<file path="src/rtl/buzzer_tone_gen.sv">
// ============================================================================
// Module   : buzzer_tone_gen
// Function : Square-wave buzzer driver with a silence gap on every pitch change.
// Revision : 1.0
// ============================================================================
`default_nettype none

module buzzer_tone_gen #(
  parameter int CLK_HZ     = 100_000_000,
  parameter int GAP_CYCLES = 1_000_000
) (
  input  logic       clk,
  input  logic       reset,
  input  logic       enable,
  input  logic [3:0] note_in,
  input  logic [1:0] octave_in,
  output logic       speaker,
  output logic       playing
);

  typedef enum logic [1:0] {
    S_IDLE = 2'd0,
    S_GAP  = 2'd1,
    S_PLAY = 2'd2
  } state_t;

  // Rounded half period for a frequency given in hundredths of a hertz.
  function automatic logic [18:0] calc_half(input longint f_centi);
    longint num;
    num       = longint'(CLK_HZ) * 64'sd100;
    calc_half = 19'((num + f_centi) / (64'sd2 * f_centi));
  endfunction

  localparam logic [18:0] HALF_DO = calc_half(64'sd26163);
  localparam logic [18:0] HALF_RE = calc_half(64'sd29366);
  localparam logic [18:0] HALF_MI = calc_half(64'sd32963);
  localparam logic [18:0] HALF_FA = calc_half(64'sd34923);
  localparam logic [18:0] HALF_SO = calc_half(64'sd39200);
  localparam logic [18:0] HALF_LA = calc_half(64'sd44000);
  localparam logic [18:0] HALF_SI = calc_half(64'sd49388);

  localparam logic [19:0] GAP_RELOAD = (GAP_CYCLES > 0) ? 20'(GAP_CYCLES - 1) : 20'd0;

  state_t      r_state,    w_state_nxt;
  logic        r_speaker,  w_speaker_nxt;
  logic        r_playing,  w_playing_nxt;
  logic [18:0] r_hc,       w_hc_nxt;
  logic [19:0] r_gc,       w_gc_nxt;
  logic [4:0]  r_cur_code, w_cur_code_nxt;
  logic [4:0]  w_code;
  logic [18:0] w_half_mid;
  logic [18:0] w_half;

  // Pitch code: {octave, note}; zero means silence.
  always_comb begin
    w_code = 5'd0;
    if (enable && (note_in != 4'd0) && (note_in <= 4'd7)) begin
      w_code = {((octave_in == 2'd3) ? 2'd1 : octave_in), note_in[2:0]};
    end
  end

  always_comb begin
    w_half_mid = 19'd0;
    case (r_cur_code[2:0])
      3'd1:    w_half_mid = HALF_DO;
      3'd2:    w_half_mid = HALF_RE;
      3'd3:    w_half_mid = HALF_MI;
      3'd4:    w_half_mid = HALF_FA;
      3'd5:    w_half_mid = HALF_SO;
      3'd6:    w_half_mid = HALF_LA;
      3'd7:    w_half_mid = HALF_SI;
      default: w_half_mid = 19'd0;
    endcase
  end

  always_comb begin
    w_half = w_half_mid;
    case (r_cur_code[4:3])
      2'd0:    w_half = {w_half_mid[17:0], 1'b0};
      2'd2:    w_half = {1'b0, w_half_mid[18:1]};
      default: w_half = w_half_mid;
    endcase
  end

  always_comb begin
    w_state_nxt    = r_state;
    w_speaker_nxt  = r_speaker;
    w_playing_nxt  = r_playing;
    w_hc_nxt       = r_hc;
    w_gc_nxt       = r_gc;
    w_cur_code_nxt = r_cur_code;

    if (w_code == 5'd0) begin
      w_state_nxt    = S_IDLE;
      w_speaker_nxt  = 1'b0;
      w_playing_nxt  = 1'b0;
      w_hc_nxt       = 19'd0;
      w_cur_code_nxt = 5'd0;
    end else if ((r_state == S_IDLE) ||
                 ((r_state == S_PLAY) && (w_code != r_cur_code))) begin
      w_cur_code_nxt = w_code;
      w_speaker_nxt  = 1'b0;
      w_playing_nxt  = 1'b0;
      w_hc_nxt       = 19'd0;
      if (GAP_CYCLES > 0) begin
        w_state_nxt = S_GAP;
        w_gc_nxt    = GAP_RELOAD;
      end else begin
        w_state_nxt   = S_PLAY;
        w_speaker_nxt = 1'b1;
        w_playing_nxt = 1'b1;
      end
    end else if (r_state == S_GAP) begin
      if (w_code != r_cur_code) begin
        w_cur_code_nxt = w_code;
        w_gc_nxt       = GAP_RELOAD;
      end else if (r_gc == 20'd0) begin
        w_state_nxt   = S_PLAY;
        w_speaker_nxt = 1'b1;
        w_playing_nxt = 1'b1;
        w_hc_nxt      = 19'd0;
      end else begin
        w_gc_nxt = r_gc - 20'd1;
      end
    end else if (r_state == S_PLAY) begin
      // Same pitch held: keep phase running without any restart.
      if (r_hc == (w_half - 19'd1)) begin
        w_speaker_nxt = ~r_speaker;
        w_hc_nxt      = 19'd0;
      end else begin
        w_hc_nxt = r_hc + 19'd1;
      end
    end
  end

  always_ff @(posedge clk) begin
    if (reset) begin
      r_state    <= S_IDLE;
      r_speaker  <= 1'b0;
      r_playing  <= 1'b0;
      r_hc       <= 19'd0;
      r_gc       <= 20'd0;
      r_cur_code <= 5'd0;
    end else begin
      r_state    <= w_state_nxt;
      r_speaker  <= w_speaker_nxt;
      r_playing  <= w_playing_nxt;
      r_hc       <= w_hc_nxt;
      r_gc       <= w_gc_nxt;
      r_cur_code <= w_cur_code_nxt;
    end
  end

  assign speaker = r_speaker;
  assign playing = r_playing;

endmodule

`default_nettype wire

</file>
<file path="config.mk">
export PLATFORM = sky130hd
export DESIGN_NAME = buzzer_tone_gen
export DESIGN_NICKNAME = d
export VERILOG_FILES = /design/src/rtl/buzzer_tone_gen.sv
export SDC_FILE = /design/constraint.sdc
export NUM_CORES = 1
export LEC_CHECK = 0
export BUFFER_PORTS_ARGS = -buffer_cell sky130_fd_sc_hd__buf_2
export CELL_PAD_IN_SITES_DETAIL_PLACEMENT = 0
export CELL_PAD_IN_SITES_GLOBAL_PLACEMENT = 1
export CORE_UTILIZATION = 30
export CTS_BUF_LIST = sky130_fd_sc_hd__clkbuf_8
export DETAILED_ROUTE_END_ITERATION = 16
export PLACE_DENSITY_LB_ADDON = 0.05
export SLEW_MARGIN = 20
export SYNTH_ARGS = -nofsm -noshare
export SYNTH_HDL_FRONTEND = slang
export SYNTH_SLANG_ARGS = --single-unit
</file>
<file path="constraint.sdc">
create_clock -name clk -period 4.05 [get_ports clk]
set_clock_uncertainty 0.05 [all_clocks]
set_input_delay 0.81 -clock clk [delete_from_list [all_inputs] [get_ports clk]]
set_output_delay 0.81 -clock clk [all_outputs]
set_load 0.02 [all_outputs]
</file>
==> reports/results.txt <==
Run status -> finished, final reports clean
Post-CTS setup buffer count -> 0
Setup repair after global routing missed its margin -> false
Antenna violation net count after detailed routing -> 0
Number of nets in the layout -> 476
Initial antenna violation count -> 0
Area Overhead vs Synth -> 8.694%
Critical Path Slowest Stage Cell -> sky130_fd_sc_hd__dfxtp_1
Die Width -> 110.9 um
Master cell of the clock root buffer -> sky130_fd_sc_hd__clkbuf_8
Xor-xnor portion of the synthesized cell area -> 11.09%
Core area -> 11470 sq um
Detailed-route vias per instance -> 5.286
Peak supply drop -> 0.1874 mV
Fill cells -> 1239
Number of iterations in the first detailed-routing pass -> 4
Minimum clock period after layout -> 3.716 ns
Max Fclk -> 269.1 MHz
Post_cts resized -> 0
Share of cells above drive strength 1 -> 14.29%
Grt met3 use -> 3.609%
Prevailing post-synth register cell -> sky130_fd_sc_hd__dfxtp_1
Total Die Area -> 12290 sq um
Residual overflow from global routing -> 0
Synth warn -> 0
Die outline height -> 110.9 um
Portion of synthesized cell area occupied by the leading cell type -> 26.47%
Library cell with the largest summed area after synthesis -> sky130_fd_sc_hd__dfxtp_1
Count of standard-cell rows -> 39
Post-synth cell types -> 67
Overall power -> 1011 uW
Proportion of synthesized area in mux cells -> 1.690%
Routed wire length per instance -> 16.35 um
GR Layer Usage met1 -> 22.15%
Maximum number of pins on one net before global-route repair -> 32
Worst-Skew Late Latency -> 0.34 ns
Type of the worst setup path -> flop to flop
Post-route DRC -> 0
Most frequent cells in the layout -> sky130_fd_sc_hd__nor2_1 (49), sky130_fd_sc_hd__dfxtp_1 (46), sky130_fd_sc_hd__xnor2_1 (36)
CP endpoint kind -> flop
Input/output buffers -> 10
Wire length of the first global-routing pass -> 16.39 mm
DPL Wire Length -> 7.250 mm
Final TNS setup -> 0 ns
Max-cap violations -> 0
DRT iter0 DRCs -> 142
Busiest layer in global routing -> met2
Final estimated routing congestion in global placement -> 0.8376
Detailed-route via count -> 3198
Number of instances in the synthesized netlist -> 459
Final number of max-transition violations -> 0
Buffer depth of the longest clock path -> 2
Met2 Usage GRT -> 27.54%
Compound-cell area share of the yosys netlist -> 19.25%
Portion of the clock cycle consumed by the worst path in the final layout -> 91.74%
Synthesized flop and latch total -> 47
Chain of cells forming the critical path -> o21ai_0 > and2_1 > ha_1 > or3b_2 > a21oi_1 > or3b_2 > nand4b_1 > nor4b_1 > a41oi_1 > o21ai_4 > nor2_1
Clk slew on worst S/H paths -> 0.11 ns
Final hold violation count -> 0
Number of clock sinks -> 47
Antenna cell count -> 0
Hold crit path type -> flop to flop
Vias in the first global route -> 3069
CP Launch Type -> flop
Share of the yosys chip area belonging to registers -> 26.47%
Worst EP required -> 4.20 ns
Post-synthesis share of cell area spent on full adders, half adders and majority gates -> 2.112%
Fraction of the mapped netlist area in simple logic gates -> 33.51%
H-tree level count -> 2
Setup violators final -> 0
Slowest cell delay on critical path -> 0.69 ns
P_leak -> 0.001246 uW
Cell type with the highest occurrence count on the critical path -> sky130_fd_sc_hd__or3b_2
Tightest Pin Transition -> 0.7095 ns
Combined global-route utilization of all metal layers -> 16.77%
Power density over the cells -> 261.7 nW/um^2
Synth area leaders -> sky130_fd_sc_hd__dfxtp_1 (26%), sky130_fd_sc_hd__xnor2_1 (8.9%), sky130_fd_sc_hd__nor2_1 (5.2%), sky130_fd_sc_hd__a21oi_1 (4.1%), sky130_fd_sc_hd__nor3_1 (3.1%)
Syn Nets -> 474
Routed wire length -> 9.894 mm
Mean instance size in the synthesized netlist -> 7.744 sq um
Initial Util -> 31.00%
FFs w/ async S/R, synth -> 0%
TritonCTS clock tree -> built
Ports -> 11
Number of synthesized flops with an enable pin -> 0
Headroom to the max-slew limit -> 52.41%
CTS Hold Bufs -> 0
Total clock buffers created by CTS -> 5
Post-synth design cell area -> 3555 sq um
Highest net fanout along the worst path -> 17
Arrival time at the worst endpoint -> 3.87 ns
Most frequent standard cell in the layout excluding fill and tap cells -> sky130_fd_sc_hd__nor2_1
Combinational family with the most area after synthesis -> simple AND/OR/NAND/NOR gates
-- layout make-up --
class / instances / area (sq um) / area share, %
multi-input combinational: 361 / 2405 / 62.24
sequential: 47 / 942.2 / 24.38
tap: 143 / 178.9 / 4.631
timing repair buffer: 25 / 162.7 / 4.210
inverter: 21 / 78.83 / 2.040
clock buffer: 5 / 68.82 / 1.781
clock inverter: 3 / 27.53 / 0.7124
-- routing by layer --
| layer | vias up | wire (um) |
|---|---|---|
| met1 | 1492 | 4920 |
| met5 | - | 0 |
| met2 | 35 | 4605 |
| li1 | 1661 | - |
| met3 | 10 | 220 |
| met4 | 0 | 148 |
-- per-stage QoR --
step	util (%)	cell area (sq um)	instances	hold WS [ns]	setup slack (ns)
floorplan	-	3555	459	0.3953	0.3204
global placement	32.84	3766	597	0.4065	0.4090
detailed placement	32.84	3766	597	0.4221	0.3579
CTS	33.68	3862	605	0.4376	0.3136
global route	33.69	3864	605	0.4773	0.07507
finish	33.69	3864	605	0.4346	0.3343
-- final timing paths --
path	start	end	slack [ns]	cells past startpoint
setup / recovery	r_cur_code[0]$_SDFFE_PP0P_	r_hc[17]$_SDFFE_PP0P_	0.33	11
hold / removal	r_gc[13]$_SDFFE_PP0P_	r_gc[13]$_SDFFE_PP0P_	0.43	2
setup reg to reg	r_cur_code[0]$_SDFFE_PP0P_	r_hc[17]$_SDFFE_PP0P_	0.33	11
hold reg to reg	r_gc[13]$_SDFFE_PP0P_	r_gc[13]$_SDFFE_PP0P_	0.43	2
-- critical path: cells and delay by family, from the launching register on --
| kind | cells | cell delay (ns) |
|---|---|---|
| AND/OR/NAND/NOR | 6 | 1.38 |
| AO/OA/AOI/OAI | 4 | 1.17 |
| flip-flops | 1 | 0.69 |
| adder cells (fa/ha/maj) | 1 | 0.27 |
-- Yosys cell counts (5+ instances only) --
| cell | count |
|---|---|
| sky130_fd_sc_hd__nand3_1 | 12 |
| sky130_fd_sc_hd__ha_1 | 6 |
| sky130_fd_sc_hd__nand2b_1 | 7 |
| sky130_fd_sc_hd__or3b_2 | 7 |
| sky130_fd_sc_hd__inv_1 | 21 |
| sky130_fd_sc_hd__buf_2 | 5 |
| sky130_fd_sc_hd__buf_1 | 5 |
| sky130_fd_sc_hd__a21oi_1 | 29 |
| sky130_fd_sc_hd__nor2_1 | 49 |
| sky130_fd_sc_hd__or2_2 | 11 |
| sky130_fd_sc_hd__or4_1 | 6 |
| sky130_fd_sc_hd__xnor2_1 | 36 |
| sky130_fd_sc_hd__or3_1 | 10 |
| sky130_fd_sc_hd__o22ai_1 | 13 |
| sky130_fd_sc_hd__nor2b_1 | 12 |
| sky130_fd_sc_hd__o21ai_0 | 17 |
| sky130_fd_sc_hd__clkbuf_1 | 18 |
| sky130_fd_sc_hd__nand2_1 | 18 |
| sky130_fd_sc_hd__nor3_1 | 22 |
| sky130_fd_sc_hd__and2_1 | 6 |
| sky130_fd_sc_hd__dfxtp_1 | 47 |
| sky130_fd_sc_hd__nor4_1 | 7 |
| sky130_fd_sc_hd__xor2_1 | 9 |
| sky130_fd_sc_hd__o221ai_1 | 6 |
| sky130_fd_sc_hd__mux2i_1 | 6 |
-- state kept, by name (all words and copies together) (netlist names) --
| signal | count |
|---|---|
| r_state | 1 |
| playing | 1 |
| r_cur_code | 5 |
| r_gc | 20 |
| speaker | 1 |
| r_hc | 19 |
-- cells by family after synthesis --
logic type / Yosys count
and+or+nand+nor: 202
AOI/OAI and AO/OA: 102
buffers and inverters: 51
DFF: 47
xor gates and xnor gates: 45
muxes: 6
adders and majority gates: 6
-- where the power goes --
group / internal, uW / total (uW) / leakage (uW) / switching, uW
Clock: 128 / 325 / 0.0000467 / 197
Combinational: 83.9 / 184 / 0.000817 / 100
Sequential: 481 / 501 / 0.000382 / 20.1
Total: 693 / 1010 / 0.00125 / 318
Note: power is estimated with default switching activity, not from simulation.
